## config.mk

```make
export PLATFORM = sky130hd
export DESIGN_NAME = game_engine
export DESIGN_NICKNAME = d
export VERILOG_FILES = /design/src/rtl/game_pkg.sv /design/src/rtl/game_gap_gen.sv /design/src/rtl/game_engine.sv
export SDC_FILE = /design/constraint.sdc
export NUM_CORES = 1
export LEC_CHECK = 0
export BUFFER_PORTS_ARGS = -buffer_cell sky130_fd_sc_hd__buf_2
export CORE_AREA = 2 2 209 170
export DETAILED_ROUTE_END_ITERATION = 8
export DIE_AREA = 0 0 211 172
export PLACE_DENSITY = 0.78
export SKIP_LAST_GASP = 1
export SYNTH_ARGS = -nofsm -noshare
export SYNTH_HDL_FRONTEND = slang
export SYNTH_HIERARCHICAL = 1
export SYNTH_SLANG_ARGS = --single-unit
```

## constraint.sdc

```tcl
create_clock -name clk_i -period 7.1 [get_ports clk_i]
set_input_delay 1.065 -clock clk_i [delete_from_list [all_inputs] [get_ports clk_i]]
set_output_delay 1.065 -clock clk_i [all_outputs]
set_load 0.01 [all_outputs]
```

## src/rtl/game_pkg.sv

```systemverilog
// Shared definitions for the game core: one-hot state encoding, default geometry and helpers.
package game_pkg;

  localparam int unsigned PosW = 16;

  // Bit positions inside the one-hot game_state vector.
  localparam int unsigned ST_START = 0;
  localparam int unsigned ST_READY = 1;
  localparam int unsigned ST_FLY   = 2;
  localparam int unsigned ST_OVER  = 3;

  typedef enum logic [3:0] {
    StStart = 4'(1 << ST_START),
    StReady = 4'(1 << ST_READY),
    StFly   = 4'(1 << ST_FLY),
    StOver  = 4'(1 << ST_OVER)
  } state_e;

  typedef logic signed [PosW-1:0] pos_t;

  localparam int DefNumPipes    = 3;
  localparam int DefScreenW     = 640;
  localparam int DefGroundY     = 400;
  localparam int DefBirdX       = 128;
  localparam int DefBirdW       = 34;
  localparam int DefBirdH       = 24;
  localparam int DefPipeW       = 52;
  localparam int DefPipeSpacing = 220;
  localparam int DefGapH        = 120;
  localparam int DefGapMin      = 40;
  localparam int DefGapMax      = 240;
  localparam int DefPipeSpeed   = 5;
  localparam int DefGravity     = 1;
  localparam int DefMaxFall     = 10;
  localparam int DefFlapVel     = 9;

  localparam int StartX     = 600;
  localparam int StartY     = 380;
  localparam int ReadyY     = 200;
  localparam int GapStep    = 67;
  localparam int AnimFrames = 6;

  localparam logic [15:0] LfsrSeed = 16'hACE1;

  function automatic pos_t vel_ext(input logic signed [7:0] vel);
    return {{(PosW - 8){vel[7]}}, vel};
  endfunction

  // Sprite tilt follows velocity (8 units per px/frame), limited to +-64.
  function automatic logic signed [7:0] angle_of(input logic signed [7:0] vel);
    logic signed [15:0] a;
    a = {{5{vel[7]}}, vel, 3'b000};
    if (a > 16'sd64) begin
      return 8'sd64;
    end else if (a < -16'sd64) begin
      return -8'sd64;
    end
    return a[7:0];
  endfunction

endpackage

```

## src/rtl/game_gap_gen.sv

```systemverilog
// Gap-top generator for recycled pipes. GAME_RAND_GAP_EN selects an LFSR source; otherwise a
// fixed +GapStep walk wrapping inside [GapMin, GapMax] advances on each next_i pulse.
module game_gap_gen
  import game_pkg::*;
#(
  parameter int GapMin = DefGapMin,
  parameter int GapMax = DefGapMax
) (
  input  logic clk_i,
  input  logic rst_i,
  input  logic next_i,
  output pos_t gap_o
);

  localparam int Span = GapMax - GapMin + 1;

`ifdef GAME_RAND_GAP_EN
  logic [15:0] lfsr_q;
  logic        unused_next;

  assign unused_next = next_i;

  always_ff @(posedge clk_i or posedge rst_i) begin
    if (rst_i) begin
      lfsr_q <= LfsrSeed;
    end else begin
      lfsr_q <= {lfsr_q[14:0], lfsr_q[15] ^ lfsr_q[13] ^ lfsr_q[12] ^ lfsr_q[10]};
    end
  end

  assign gap_o = pos_t'(GapMin) + pos_t'(lfsr_q % 16'(Span));
`else
  localparam pos_t GapMinP = pos_t'(GapMin);
  localparam pos_t GapMaxP = pos_t'(GapMax);
  localparam pos_t SpanP   = pos_t'(Span);
  localparam pos_t StepP   = pos_t'(GapStep);

  pos_t gap_q;
  pos_t step;

  assign step  = gap_q + StepP;
  assign gap_o = (step > GapMaxP) ? step - SpanP : step;

  always_ff @(posedge clk_i or posedge rst_i) begin
    if (rst_i) begin
      gap_q <= GapMinP;
    end else if (next_i) begin
      gap_q <= gap_o;
    end
  end
`endif

endmodule

```

## src/rtl/game_engine.sv

```systemverilog
// Flappy Bird game core: one-hot FSM, bird physics, scrolling pipes, collision and score.
// Gap source for recycled pipes is chosen by GAME_RAND_GAP_EN inside game_gap_gen.
module game_engine
  import game_pkg::*;
#(
  parameter int NumPipes    = DefNumPipes,
  parameter int ScreenW     = DefScreenW,
  parameter int GroundY     = DefGroundY,
  parameter int BirdX       = DefBirdX,
  parameter int BirdW       = DefBirdW,
  parameter int BirdH       = DefBirdH,
  parameter int PipeW       = DefPipeW,
  parameter int PipeSpacing = DefPipeSpacing,
  parameter int GapH        = DefGapH,
  parameter int GapMin      = DefGapMin,
  parameter int GapMax      = DefGapMax,
  parameter int PipeSpeed   = DefPipeSpeed,
  parameter int Gravity     = DefGravity,
  parameter int MaxFall     = DefMaxFall,
  parameter int FlapVel     = DefFlapVel
) (
  input  logic                       clk_i,
  input  logic                       rst_i,
  input  logic                       button_pulse_i,
  input  logic                       new_frame_i,
  output logic [3:0]                 game_state_o,
  output logic [7:0]                 stage_shift_o,
  output logic [1:0]                 bird_status_o,
  output logic signed [PosW-1:0]     bird_pos_x_o,
  output logic signed [PosW-1:0]     bird_pos_y_o,
  output logic signed [7:0]          bird_angle_o,
  output logic [PosW*NumPipes-1:0]   pipe_pos_x_o,
  output logic [PosW*NumPipes-1:0]   pipe_pos_y_o,
  output logic [15:0]                score_o
);

  localparam pos_t BirdXP     = pos_t'(BirdX);
  localparam pos_t BirdWP     = pos_t'(BirdW);
  localparam pos_t BirdHP     = pos_t'(BirdH);
  localparam pos_t PipeWP     = pos_t'(PipeW);
  localparam pos_t GapHP      = pos_t'(GapH);
  localparam pos_t GroundYP   = pos_t'(GroundY);
  localparam pos_t GroundTopP = pos_t'(GroundY - BirdH);
  localparam pos_t SpeedP     = pos_t'(PipeSpeed);
  localparam pos_t LoopP      = pos_t'(NumPipes * PipeSpacing);

  localparam logic signed [7:0] GravV    = 8'(Gravity);
  localparam logic signed [7:0] MaxFallV = 8'(MaxFall);
  localparam logic signed [7:0] FlapV    = 8'(-FlapVel);

  state_e            state_q, state_d;
  logic              frame_q, btn_q, btn_d;
  logic [7:0]        shift_q, shift_d;
  logic [2:0]        cnt_q, cnt_d;
  logic [1:0]        ph_q, ph_d;
  pos_t              bird_x_q, bird_x_d, bird_y_q, bird_y_d;
  logic signed [7:0] vel_q, vel_d, angle_q, angle_d;
  logic [15:0]       score_q, score_d;
  pos_t              pipe_x_q [NumPipes];
  pos_t              pipe_x_d [NumPipes];
  pos_t              pipe_y_q [NumPipes];
  pos_t              pipe_y_d [NumPipes];
  pos_t              x_new    [NumPipes];
  pos_t              y_new    [NumPipes];
  logic [NumPipes-1:0] wrap, pass, hit;

  pos_t gap;
  logic gap_next;

  game_gap_gen #(
    .GapMin(GapMin),
    .GapMax(GapMax)
  ) u_gap_gen (
    .clk_i (clk_i),
    .rst_i (rst_i),
    .next_i(gap_next),
    .gap_o (gap)
  );

  // Bird physics, shared by FLY (with flap) and OVER (free fall to the ground).
  logic signed [7:0] vel_inc, vel_fall, vel_fly;
  pos_t              y_fly_sum, fly_y, y_fall, over_y;
  logic              ground_hit, on_ground, hit_any;

  assign vel_inc    = vel_q + GravV;
  assign vel_fall   = (vel_inc > MaxFallV) ? MaxFallV : vel_inc;
  assign vel_fly    = btn_q ? FlapV : vel_fall;
  assign y_fly_sum  = bird_y_q + vel_ext(vel_fly);
  assign fly_y      = y_fly_sum[PosW-1] ? '0 : y_fly_sum;
  assign y_fall     = bird_y_q + vel_ext(vel_fall);
  assign over_y     = (y_fall > GroundTopP) ? GroundTopP : y_fall;
  assign ground_hit = (fly_y + BirdHP >= GroundYP);
  assign on_ground  = (bird_y_q + BirdHP >= GroundYP);
  assign hit_any    = ground_hit | (|hit);

  for (genvar i = 0; i < NumPipes; i++) begin : g_pipe
    pos_t x_scr;
    assign x_scr    = pipe_x_q[i] - SpeedP;
    assign wrap[i]  = (x_scr < -PipeWP);
    assign x_new[i] = wrap[i] ? x_scr + LoopP : x_scr;
    assign y_new[i] = wrap[i] ? gap : pipe_y_q[i];
    // Scored when the trailing edge moves from at/right of the bird to left of it.
    assign pass[i]  = (pipe_x_q[i] + PipeWP >= BirdXP) && (x_scr + PipeWP < BirdXP);
    assign hit[i]   = (x_new[i] < BirdXP + BirdWP) && (x_new[i] + PipeWP > BirdXP) &&
                      ((fly_y < y_new[i]) || (fly_y + BirdHP > y_new[i] + GapHP));

    assign pipe_pos_x_o[PosW*i +: PosW] = pipe_x_q[i];
    assign pipe_pos_y_o[PosW*i +: PosW] = pipe_y_q[i];
  end

  logic [3:0]  pass_cnt;
  logic [16:0] score_sum;
  logic [15:0] score_new;

  always_comb begin
    pass_cnt = '0;
    for (int i = 0; i < NumPipes; i++) begin
      pass_cnt = pass_cnt + 4'(pass[i]);
    end
  end

  assign score_sum = {1'b0, score_q} + 17'(pass_cnt);
  assign score_new = score_sum[16] ? 16'hFFFF : score_sum[15:0];

  // A press is held until the next update so it is never lost between frames.
  assign btn_d = button_pulse_i | (btn_q & ~frame_q);

  always_comb begin
    state_d  = state_q;
    shift_d  = shift_q;
    cnt_d    = cnt_q;
    ph_d     = ph_q;
    bird_x_d = bird_x_q;
    bird_y_d = bird_y_q;
    vel_d    = vel_q;
    angle_d  = angle_q;
    score_d  = score_q;
    pipe_x_d = pipe_x_q;
    pipe_y_d = pipe_y_q;
    gap_next = 1'b0;

    if (frame_q) begin
      if (state_q != StOver) begin
        shift_d = shift_q + 8'(PipeSpeed);
        if (cnt_q == 3'(AnimFrames - 1)) begin
          cnt_d = '0;
          ph_d  = ph_q + 2'd1;
        end else begin
          cnt_d = cnt_q + 3'd1;
        end
      end

      case (state_q)
        StStart: begin
          if (btn_q) begin
            state_d  = StReady;
            bird_x_d = BirdXP;
            bird_y_d = pos_t'(ReadyY);
            vel_d    = '0;
            angle_d  = '0;
            score_d  = '0;
            for (int i = 0; i < NumPipes; i++) begin
              pipe_x_d[i] = pos_t'(ScreenW + i * PipeSpacing);
              pipe_y_d[i] = pos_t'(GapMin);
            end
          end
        end
        StReady: begin
          if (btn_q) begin
            state_d = StFly;
          end
        end
        StFly: begin
          vel_d    = vel_fly;
          bird_y_d = fly_y;
          angle_d  = angle_of(vel_fly);
          pipe_x_d = x_new;
          pipe_y_d = y_new;
          gap_next = |wrap;
          score_d  = score_new;
          if (hit_any) begin
            state_d = StOver;
          end
        end
        StOver: begin
          if (btn_q && on_ground) begin
            state_d  = StStart;
            bird_x_d = pos_t'(StartX);
            bird_y_d = pos_t'(StartY);
            vel_d    = '0;
            angle_d  = '0;
          end else begin
            vel_d    = vel_fall;
            bird_y_d = over_y;
            angle_d  = angle_of(vel_fall);
          end
        end
        default: state_d = StStart;
      endcase
    end
  end

  always_ff @(posedge clk_i or posedge rst_i) begin
    if (rst_i) begin
      state_q  <= StStart;
      frame_q  <= 1'b0;
      btn_q    <= 1'b0;
      shift_q  <= '0;
      cnt_q    <= '0;
      ph_q     <= '0;
      bird_x_q <= pos_t'(StartX);
      bird_y_q <= pos_t'(StartY);
      vel_q    <= '0;
      angle_q  <= '0;
      score_q  <= '0;
      for (int i = 0; i < NumPipes; i++) begin
        pipe_x_q[i] <= pos_t'(ScreenW + i * PipeSpacing);
        pipe_y_q[i] <= pos_t'(GapMin);
      end
    end else begin
      state_q  <= state_d;
      frame_q  <= new_frame_i;
      btn_q    <= btn_d;
      shift_q  <= shift_d;
      cnt_q    <= cnt_d;
      ph_q     <= ph_d;
      bird_x_q <= bird_x_d;
      bird_y_q <= bird_y_d;
      vel_q    <= vel_d;
      angle_q  <= angle_d;
      score_q  <= score_d;
      pipe_x_q <= pipe_x_d;
      pipe_y_q <= pipe_y_d;
    end
  end

  // Wing frames cycle 0,1,2,1.
  assign bird_status_o = (ph_q == 2'd3) ? 2'd1 : ph_q;
  assign game_state_o  = state_q;
  assign stage_shift_o = shift_q;
  assign bird_pos_x_o  = bird_x_q;
  assign bird_pos_y_o  = bird_y_q;
  assign bird_angle_o  = angle_q;
  assign score_o       = score_q;

endmodule

```

Word level (Yosys, flattened, before mapping):

Index checks and enable logic that the tools add are counted.

* add/sub/neg operators: 31
* muxes and demuxes: 53
* reductions and logical operators: 24
* bitwise operators: 4
* eq/ne operators: 11
* $lt $le $gt $ge: 30

Operators by type and width (number)
* 16-bit 2-to-1 mux: 14
* 48-bit case mux with 2 select lines: 2
* 16-bit by 7-bit adder with 16-bit output (second input constant): 9
* 16-bit by 9-bit less-than comparator with 1-bit output (second input constant): 6
* 48-bit 2-to-1 mux: 2
* 8-bit 2-to-1 mux: 11
* 16-bit by 8-bit adder with 16-bit output (second input constant): 4
* 16-bit by 9-bit > comparator with 1-bit output (second input constant): 4
* 16-bit case mux with 2 select lines: 2
* 16-bit by 11-bit adder with 16-bit output (second input constant): 3
* 16-bit by 9-bit greater-or-equal comparator with 1-bit output (second input constant): 3
* 16-bit > comparator: 3
* 16-bit less-than comparator: 3
* 16-bit by 7-bit less-than comparator with 1-bit output (second input constant): 3
* 16-bit case mux with 3 select lines: 1
* 8-bit case mux with 3 select lines: 2
* 16-bit by 4-bit subtractor with 16-bit output (second input constant): 3
* 16-bit by 8-bit adder with 16-bit output: 2
* 16-bit by 10-bit greater-or-equal comparator with 1-bit output (second input constant): 2
* 11-bit by 8-bit > comparator with 1-bit output (second input constant): 2
* 11-bit by 7-bit less-than comparator with 1-bit output (second input constant): 2
* 16-bit by 3-bit adder with 17-bit output: 1
* 15-bit by 5-bit adder with 16-bit output (second input constant): 1
* 16-bit by 6-bit adder with 16-bit output (second input constant): 1
* other kinds (35): 67

* register bits after elaboration: 195
* input bits: 4

Longest topological paths before layout:

Gate-level depths: netlist of run 1.

* word-level depth: 14
* gate-level depth with buffers: 37

By module:

Netlist of run 1, hierarchy kept.

By module, submodules not included
* game_engine: cells each 2147, sequential area each 4086.4 sq um, times used 1, area each 17207.8 sq um
* game_gap_gen: cells each 218, sequential area each 402.9 sq um, times used 1, area each 1751.7 sq um

Least setup slack after synthesis of run 1:

OpenSTA, ideal clock, no wires.

* path type: flip-flop to flip-flop
* start: register vel_q[0]
* end: register state_q[2], in the netlist game_state_o[2]
* arrival: 7.583 ns
* cell stages (with the launch flop): 34
* path slack: -0.610 ns
* period minus slack after synthesis: 7.710 ns
* cells stage by stage: dfrtp_1 ha_1 a311oi_1 a31oi_1 nor3_2 o21ai_0 nand2_1 and2_1 inv_1 nor2_1 inv_1 ha_1 a21o_1 a21oi_1 a21o_1 o311ai_2 nor4_1 nor3_1 clkbuf_1 clkbuf_1 or2_2 ha_1 nor4_1 nand2_1 or3_1 nor3_1 ha_1 nand3_1 or4_1 nor3_1 nor4b_1 o31a_1 nor4_4 mux2_1

* cells in the longest elaborated chain, start to end: 14
* elaborated cells between the ends (all ways): 24
* classes of those cells: add/sub (3); order compare (8); eq/ne (1); mux (3); bitwise (1); reduce/logical (8)

Ends and longest elaborated chain
* start: declaration: RTL line game_engine.sv:57 `logic signed [7:0] vel_q, vel_d, angle_q, angle_d;`
* start signal: assignment: RTL line game_engine.sv:229 `vel_q <= vel_d;`
* 8-bit by 2-bit adder with 8-bit output (*): RTL line game_engine.sv:85 `assign vel_inc = vel_q + GravV;`
* 8-bit by 5-bit > comparator with 1-bit output: RTL line game_engine.sv:86 `assign vel_fall = (vel_inc > MaxFallV) ? MaxFallV : vel_inc;`
* 8-bit 2-to-1 mux (*): RTL line game_engine.sv:86
* 8-bit 2-to-1 mux (*): RTL line game_engine.sv:87 `assign vel_fly = btn_q ? FlapV : vel_fall;`
* 16-bit by 8-bit adder with 16-bit output (*): RTL line game_engine.sv:88 `assign y_fly_sum = bird_y_q + vel_ext(vel_fly);`
* 15-bit 2-to-1 mux (*): RTL line game_engine.sv:89 `assign fly_y = y_fly_sum[PosW-1] ? '0 : y_fly_sum;`
* 15-bit by 5-bit adder with 16-bit output: RTL line game_engine.sv:92, game_engine.sv:105
* 16-bit > comparator: RTL line game_engine.sv:105 `((fly_y < y_new[i]) || (fly_y + BirdHP > y_new[i] + GapHP));`
* 1-bit logical OR: RTL line game_engine.sv:105
* 1-bit logical AND: RTL line game_engine.sv:104 `assign hit[i] = (x_new[i] < BirdXP + BirdWP) && (x_new[i] + PipeWP > BirdXP) &&`
* 3-bit OR reduction: RTL line game_engine.sv:94 `assign hit_any = ground_hit | (|hit);`
* 1-bit bitwise OR (*): RTL line game_engine.sv:94
* 2-bit != test (no line) (*)
* 5-bit AND reduction (no line) (*)
* end signal: assignment: RTL line game_engine.sv:205 `state_q <= StStart;`
* end signal: assignment: RTL line game_engine.sv:221 `state_q <= state_d;`
* end: declaration: RTL line game_engine.sv:51 `state_e state_q, state_d;`

Mark *: on every way between the ends. The rest lies on a longest branch, timed or not.
A chain may end at the register's enable or synchronous reset.

Final worst setup path of run 1:

* start: register vel_q[1]
* end: register state_q[2], in the netlist game_state_o[2]

Same word-level chain as after synthesis.

==> results of run 1 <==
Yosys cell counts (10+ instances only):
library cell and instances:
nand4_1 29, xor2_1 72, nor4_1 26, or2_2 21
a21oi_1 128, a21o_1 36, clkbuf_1 90, and2_1 21
dfstp_2 28, nand3b_1 10, mux2_2 10, o2111ai_1 10
or4_1 15, mux2i_1 57, and3_1 28, o22ai_1 22
o21ai_0 155, nor3b_1 14, o31ai_1 27, nand2_1 221
nand2b_1 24, a41oi_1 10, nor2_1 184, a31oi_1 23
ha_1 141, buf_2 12, buf_4 22, inv_1 82
o211ai_1 28, or3_1 24, nor3_1 106, and4_1 10
o21bai_1 13, xnor2_1 128, nand3_1 75, dfrtp_1 150
o21a_1 29, nor4b_1 10, nor2b_1 22, a22o_1 25
a211oi_1 25
power by group:
part / internal (uW) / total [uW] / switching, uW
clock network: 571 / 1040 / 470
logic: 2470 / 6200 / 3730
registers: 1170 / 1430 / 261
final cells by class:
class	count	area, um2	share of cell area [%]
flip-flops and latches	178	4490	21.0
inverters	83	317	1.48
multi-input cells	1981	13900	65.1
repair buffers	251	1500	6.99
well taps	441	552	2.58
clock inverters	13	176	0.824
clock buffers	19	443	2.07
kinds of logic (layout without fill, tap and decap cells):
| group | after synthesis | after routing | synth area share, % |
|---|---|---|---|
| mux | 72 | 72 | 3.99 |
| xor+xnor | 202 | 202 | 9.47 |
| other cells | 1 | 14 | 0.0198 |
| flops | 178 | 178 | 23.7 |
| compound gates | 673 | 673 | 24.7 |
| buf+inv | 219 | 366 | 4.94 |
| fa+ha+maj | 145 | 145 | 9.73 |
| simple gates | 875 | 875 | 23.5 |
flip-flops by register name, indices dropped and copies added (netlist names), 3 cells and up:
register and flops:
bird_pos_y_o 16, bird_angle_o 5, score_o 16, u_gap_gen/gap_q 16, stage_shift_o 8, pipe_pos_x_o 48
game_state_o 4, vel_q 8, pipe_pos_y_o 48, cnt_q 3
worst reg2reg max path, delay by kind of cell (launching register included):
kind	cells	cell delay, ns
buffers and inverters	3	0.17
adders and majority gates	4	0.93
AOI/OAI and AO/OA	9	1.89
muxes	1	0.34
xor gates and xnor gates	1	0.19
DFF	1	0.42
and+or+nand+nor	14	2.89
layer usage:
layer  vias up  track usage, %  wire, um
met1      9329            49.1     28500
met2       931            53.8     28300
met4         0            9.37      1390
met5         -               0         0
met3       120            5.58      5330
li1       9064               -         -
worst max-delay path by stage:
stage                                             end  slack (ns)  depth (start not counted)
after global placement    game_state_o[2]$_DFFE_PP0P_        0.14                         25
after CTS                 game_state_o[2]$_DFFE_PP0P_        0.02                         32
final                     game_state_o[2]$_DFFE_PP0P_        0.18                         32
after global routing      game_state_o[3]$_DFFE_PP0P_       -0.07                         32
after detailed placement  game_state_o[2]$_DFFE_PP0P_       -0.09                         25
after floorplan           game_state_o[3]$_DFFE_PP0P_        0.05                         34
stage by stage:
step	utilization [%]	hold WS [ns]
2_1_floorplan	-	0.446
3_3_place_gp	59.7	0.448
3_5_place_dp	59.7	0.453
4_1_cts	61.6	0.469
5_1_grt	62.5	0.490
6_report	62.5	0.465
what timing repair did:
action | CTS | global route
buffers inserted | 0 | 15
gates cloned | 0 | 0
gates resized for setup | 5 | 42
endpoints found under the setup margin | 2 | 4
pin swaps | 0 | 26
==> qor.yml, run 1 <==
hold_path:
  holdPathEnd: "bird_angle_o[6]$_DFFE_PP0P_"
  min_from: "bird_angle_o[6]$_DFFE_PP0P_"
  holdPathStages: 2
  hold_path.class: "reg2reg"
sta:
  slew_headroom_pct: 32.8
  setup_violations: 0
  fmax_mhz: 145
  tns_ns: 0
  min_period_over_period_pct: 97.4
  min_period_ns: 6.92
  slew_violations: 0
  tightest_slew_ns: 0.999
  fin_skew_ns: 0.0160
  hold_violations: 0
  worst_slack_ns: 0.185
routing:
  ant_nets: 0
  wire_per_inst_um: 21.4
  vias: 19400
  drc: 0
  vias_per_cell: 6.56
  drt_iter0_drc: 2365
  drt_wl_total_mm: 63.5
  detail_route.first_pass.iterations: 6
finish:
  final_cell_mix: "nand2_1 (219), nor2_1 (176), buf_2 (155), o21ai_0 (152), dfrtp_1 (147)"
  syn2layout_area_growth_pct: 12.9
  layout_commonest_cell: "nand2_1"
  fin_cells: 2966
  drive_above_1_share_pct: 17.5
  fill_cells: 2985
  layout.nets: 2661
  n_antenna_cell: 0
  final_area_mm2: 0.0214
yosys:
  yosys.area.top_type_share_pct: 19.8
  syn-instance-count: 2365
  synth_warnings: 6
  netlist_top_cells_area: "dfrtp_1 (20%), ha_1 (9.3%), xnor2_1 (5.9%)"
  ys_seq_area_share_pct: 23.7
  synth-edff-count: 0
  async_flop_share_pct: 100
  ys_ff_latch: 178
  synth_largest_area_cell: "dfrtp_1"
  syn_area_per_cell_um2: 8.02
  mappedNetlistArea_mm2: 0.0190
  ys_types: 115
  ys.flop_type: "dfrtp_1"
power_and_ir_drop:
  p_per_area_mw_per_mm2: 405
  p_total_uw: 8670
  p_leak_uw: 0.00932
  vdd_drop_max_mv: 0.268
global_routing:
  grt_max_degree: 78
  grt_pass1_wl_mm: 99.0
  grt_pass1_vias: 17900
  track_usage_pct: 34.4
  overflow: 0
  antenna_found_initial: 0
flow_run:
  cap_violations: 0
clock_tree:
  worstSkewPairLatency_ns: 0.48
  clockBufferDepth: 2
  root_buffer: "clkbuf_16"
  cts_sinks: 178
  ctsHoldBuffers: 0
  cts_tree: "yes"
  cts_htree_levels: 4
  clk_pin_slew_ns: 0.08
  numCtsBuffers: 17
worst_setup_path:
  rrSetupSlack_ns: 0.18
  worstPathMaxFanout: 6
  arrival_ns: 7.28
  critical_path_class: "reg2reg"
  required_ns: 7.46
  critPathBufInv: 3
  cp-startpoint: "vel_q[1]$_DFFE_PP0P_"
  critPathMaxStageDelay_ns: 0.49
  path_delay_family: "simple AND/OR/NAND/NOR gates"
  crit_path_end_kind: "register"
  r2r-start: "vel_q[1]$_DFFE_PP0P_"
  slowest_stage: "or4_4"
  setup.worst_path.start_class: "register"
  reg2reg_depth: 32
  r2r-end: "game_state_o[2]$_DFFE_PP0P_"
place:
  place.port_buffers: 155
  place.gp.congestion: 1.04
  dpl.hpwl_mm: 48.0
  placed_cell_area_mm2: 0.0204
  dp_worst_setup_slack_ns: -0.0918
  dp.cells: 2919
floorplanning:
  core_area_mm2: 0.0343
  fp.dieH_um: 172
  ios: 170
  rows: 61
  die-area_mm2: 0.0363
  die_w_um: 211
  start_util_pct: 55.3
outcome:
  status: "finished, final reports clean"
Power figures use the tool's default switching activity.
==> run 2, diff against run 1 <==
Settings changed: BUFFER_PORTS_ARGS -buffer_cell sky130_fd_sc_hd__buf_2 to unset, CELL_PAD_IN_SITES_DETAIL_PLACEMENT set to 0, CELL_PAD_IN_SITES_GLOBAL_PLACEMENT set to 1, CORE_AREA 2 2 209 170 to 2 2 191 230, DIE_AREA 0 0 211 172 to 0 0 193 232, DONT_BUFFER_PORTS set to 1.
==> run 2 against run 1 <==
Net effect:
- global-route usage is 5.4 points lower
- clock skew is 0.0013 ns lower
- flip-flop and latch count is the same
- via count fell by 4.8%
- sequential share of layout area grew 0.40 points
- critical path depth unchanged
- sequential power increased by 6%
- die area grew 23%
- first-iteration DRC count is 45% lower
- core utilization down 13 points
- critical endpoint unchanged
==> qor.yml, run 2 (same netlist as run 1, synthesis figures left out) <==
floorplanning:
  core_area_mm2: 0.0426  # +24%
  fp.dieH_um: 232  # +35%
  rows: 83  # +36%
  die_w_um: 193  # -8.5%
  ios: 170  # unchanged
  die-area_mm2: 0.0448  # +23%
  start_util_pct: 44.5  # -11 points
finish:
  syn2layout_area_growth_pct: 10.9
  layout_commonest_cell: "nand2_1"
  drive_above_1_share_pct: 13.7  # -3.8 points
  final_cell_mix: "nand2_1 (219), nor2_1 (174), o21ai_0 (153), dfrtp_1 (145), ha_1 (133)"
  multi_input_area_mm2: 0.0140  # +0.55%
  n_antenna_cell: 0  # unchanged
  layout.nets: 2531  # -4.9%
  seq_area_mm2: 0.00450  # about the same
  fill_cells: 4146  # +39%
routing:
  ant_nets: 0  # unchanged
  drc: 0  # unchanged
  drt_iter0_drc: 1311  # -45%
  detail_route.first_pass.iterations: 7  # +1
  vias_per_cell: 6.28  # -4.2%
  vias: 18500  # -4.8%
  wire_per_inst_um: 22.1  # +3.0%
  drt_wl_total_mm: 65.0  # +2.3%
worst_setup_path:
  setup.worst_path.start_class: "register"
  slowest_stage: "dfrtp_2"
  worstPathMaxFanout: 8  # +2
  path_delay_family: "simple AND/OR/NAND/NOR gates"
  required_ns: 7.46  # about the same
  crit_path_end_kind: "register"
  arrival_ns: 7.27  # about the same
  critPathMaxStageDelay_ns: 0.50  # about the same
  critical_path_class: "reg2reg"
  critPathBufInv: 5  # +2
sta:
  tightest_slew_ns: 1.22  # +0.222 ns
  worst_slack_ns: 0.190  # +0.00553 ns
  fin_skew_ns: 0.0146  # -0.00135 ns
  min_period_over_period_pct: 97.3  # about the same
  slew_headroom_pct: 18.4  # -14 points
  fmax_mhz: 145  # about the same
  tns_ns: 0  # unchanged
  setup_violations: 0  # unchanged
  min_period_ns: 6.91  # -0.00553 ns
  hold_violations: 0  # unchanged
  slew_violations: 0  # unchanged
power_and_ir_drop:
  p_per_area_mw_per_mm2: 406  # +0.20%
  vdd_drop_max_mv: 0.338  # +26%
  p_leak_uw: 0.00868  # -6.9%
place:
  place.port_buffers: 0  # -100%
  dpl.hpwl_mm: 50.2  # +4.5%
  dp_worst_setup_slack_ns: -0.0470  # +0.0448 ns
  place.gp.congestion: 0.946  # -9.4%
clock_tree:
  clk_pin_slew_ns: 0.08  # about the same
  root_buffer: "clkbuf_16"
  ctsHoldBuffers: 0  # unchanged
  cts_tree: "yes"
  numCtsBuffers: 17  # unchanged
  clockBufferDepth: 2  # unchanged
  cts_sinks: 178  # unchanged
  cts_htree_levels: 4  # unchanged
  worstSkewPairLatency_ns: 0.48  # about the same
hold_path:
  hold_path.class: "reg2reg"
global_routing:
  grt_pass1_vias: 17700  # -0.92%
  antenna_found_initial: 0  # unchanged
  grt_pass1_wl_mm: 102  # +3.0%
  track_usage_pct: 28.9  # -5.4 points
  grt_max_degree: 94  # +21%
  overflow: 0  # unchanged
flow_run:
  cap_violations: 0  # unchanged
outcome:
  status: "finished, final reports clean"
## run 2: layer usage
layer,track usage (%),part of all wire (%),vias up
li1,-,-,8787
met2,48.1,48,552
met3,5.64,6.2,107
met4,8.10,2.3,0
met1,38.0,44,9060
met5,0,0,-
## run 2: repair_timing
item / in CTS / in global routing
resized for setup: 3 / 61
pin swaps: 0 / 28
cloned: 0 / 1
endpoints found under the setup margin: 2 / 4
setup buffers: 0 / 23
## run 2: cell type report
| cell class | count | area share [%] |
|---|---|---|
| clock inverter | 15 | 0.786 |
| multi-input combinational | 1981 | 66.7 |
| inverter | 83 | 1.51 |
| sequential | 178 | 21.4 |
| timing repair buffer | 121 | 4.36 |
| clock buffer | 17 | 2.02 |
| tap | 552 | 3.29 |
## run 2: stage by stage
| step | util [%] | std cells | cell area, um2 | hold slack, ns | total power (uW) |
|---|---|---|---|---|---|
| floorplan | - | 2378 | 19100 | 0.446 | 5440 |
| detailed placement | 46.8 | 2891 | 19900 | 0.465 | 7080 |
| CTS | 48.2 | 2923 | 20500 | 0.480 | 8130 |
| global route | 49.4 | 2947 | 21000 | 0.504 | 9250 |
| finish | 49.4 | 2947 | 21000 | 0.481 | 8530 |
| global placement | 46.8 | 2891 | 19900 | 0.461 | 7010 |
## run 2: final timing paths
path	from	to	slack, ns	depth (start not counted)
max	vel_q[2]$_DFFE_PP0P_	game_state_o[2]$_DFFE_PP0P_	0.19	32
min	cnt_q[0]$_DFFE_PP0P_	cnt_q[0]$_DFFE_PP0P_	0.48	1
max reg2reg	vel_q[2]$_DFFE_PP0P_	game_state_o[2]$_DFFE_PP0P_	0.19	32
min reg2reg	cnt_q[0]$_DFFE_PP0P_	cnt_q[0]$_DFFE_PP0P_	0.48	1
max in group asynchronous	rst_i	vel_q[2]$_DFFE_PP0P_	4.97	2
min in group asynchronous	rst_i	u_gap_gen/gap_q[4]$_DFFE_PP0P_	0.59	1
## run 2: power by group
group | total (uW) | switching, uW | internal, uW
sequential | 1520 | 342 | 1170
clock | 997 | 497 | 501
combinational | 6020 | 3560 | 2460
total | 8530 | 4400 | 4130
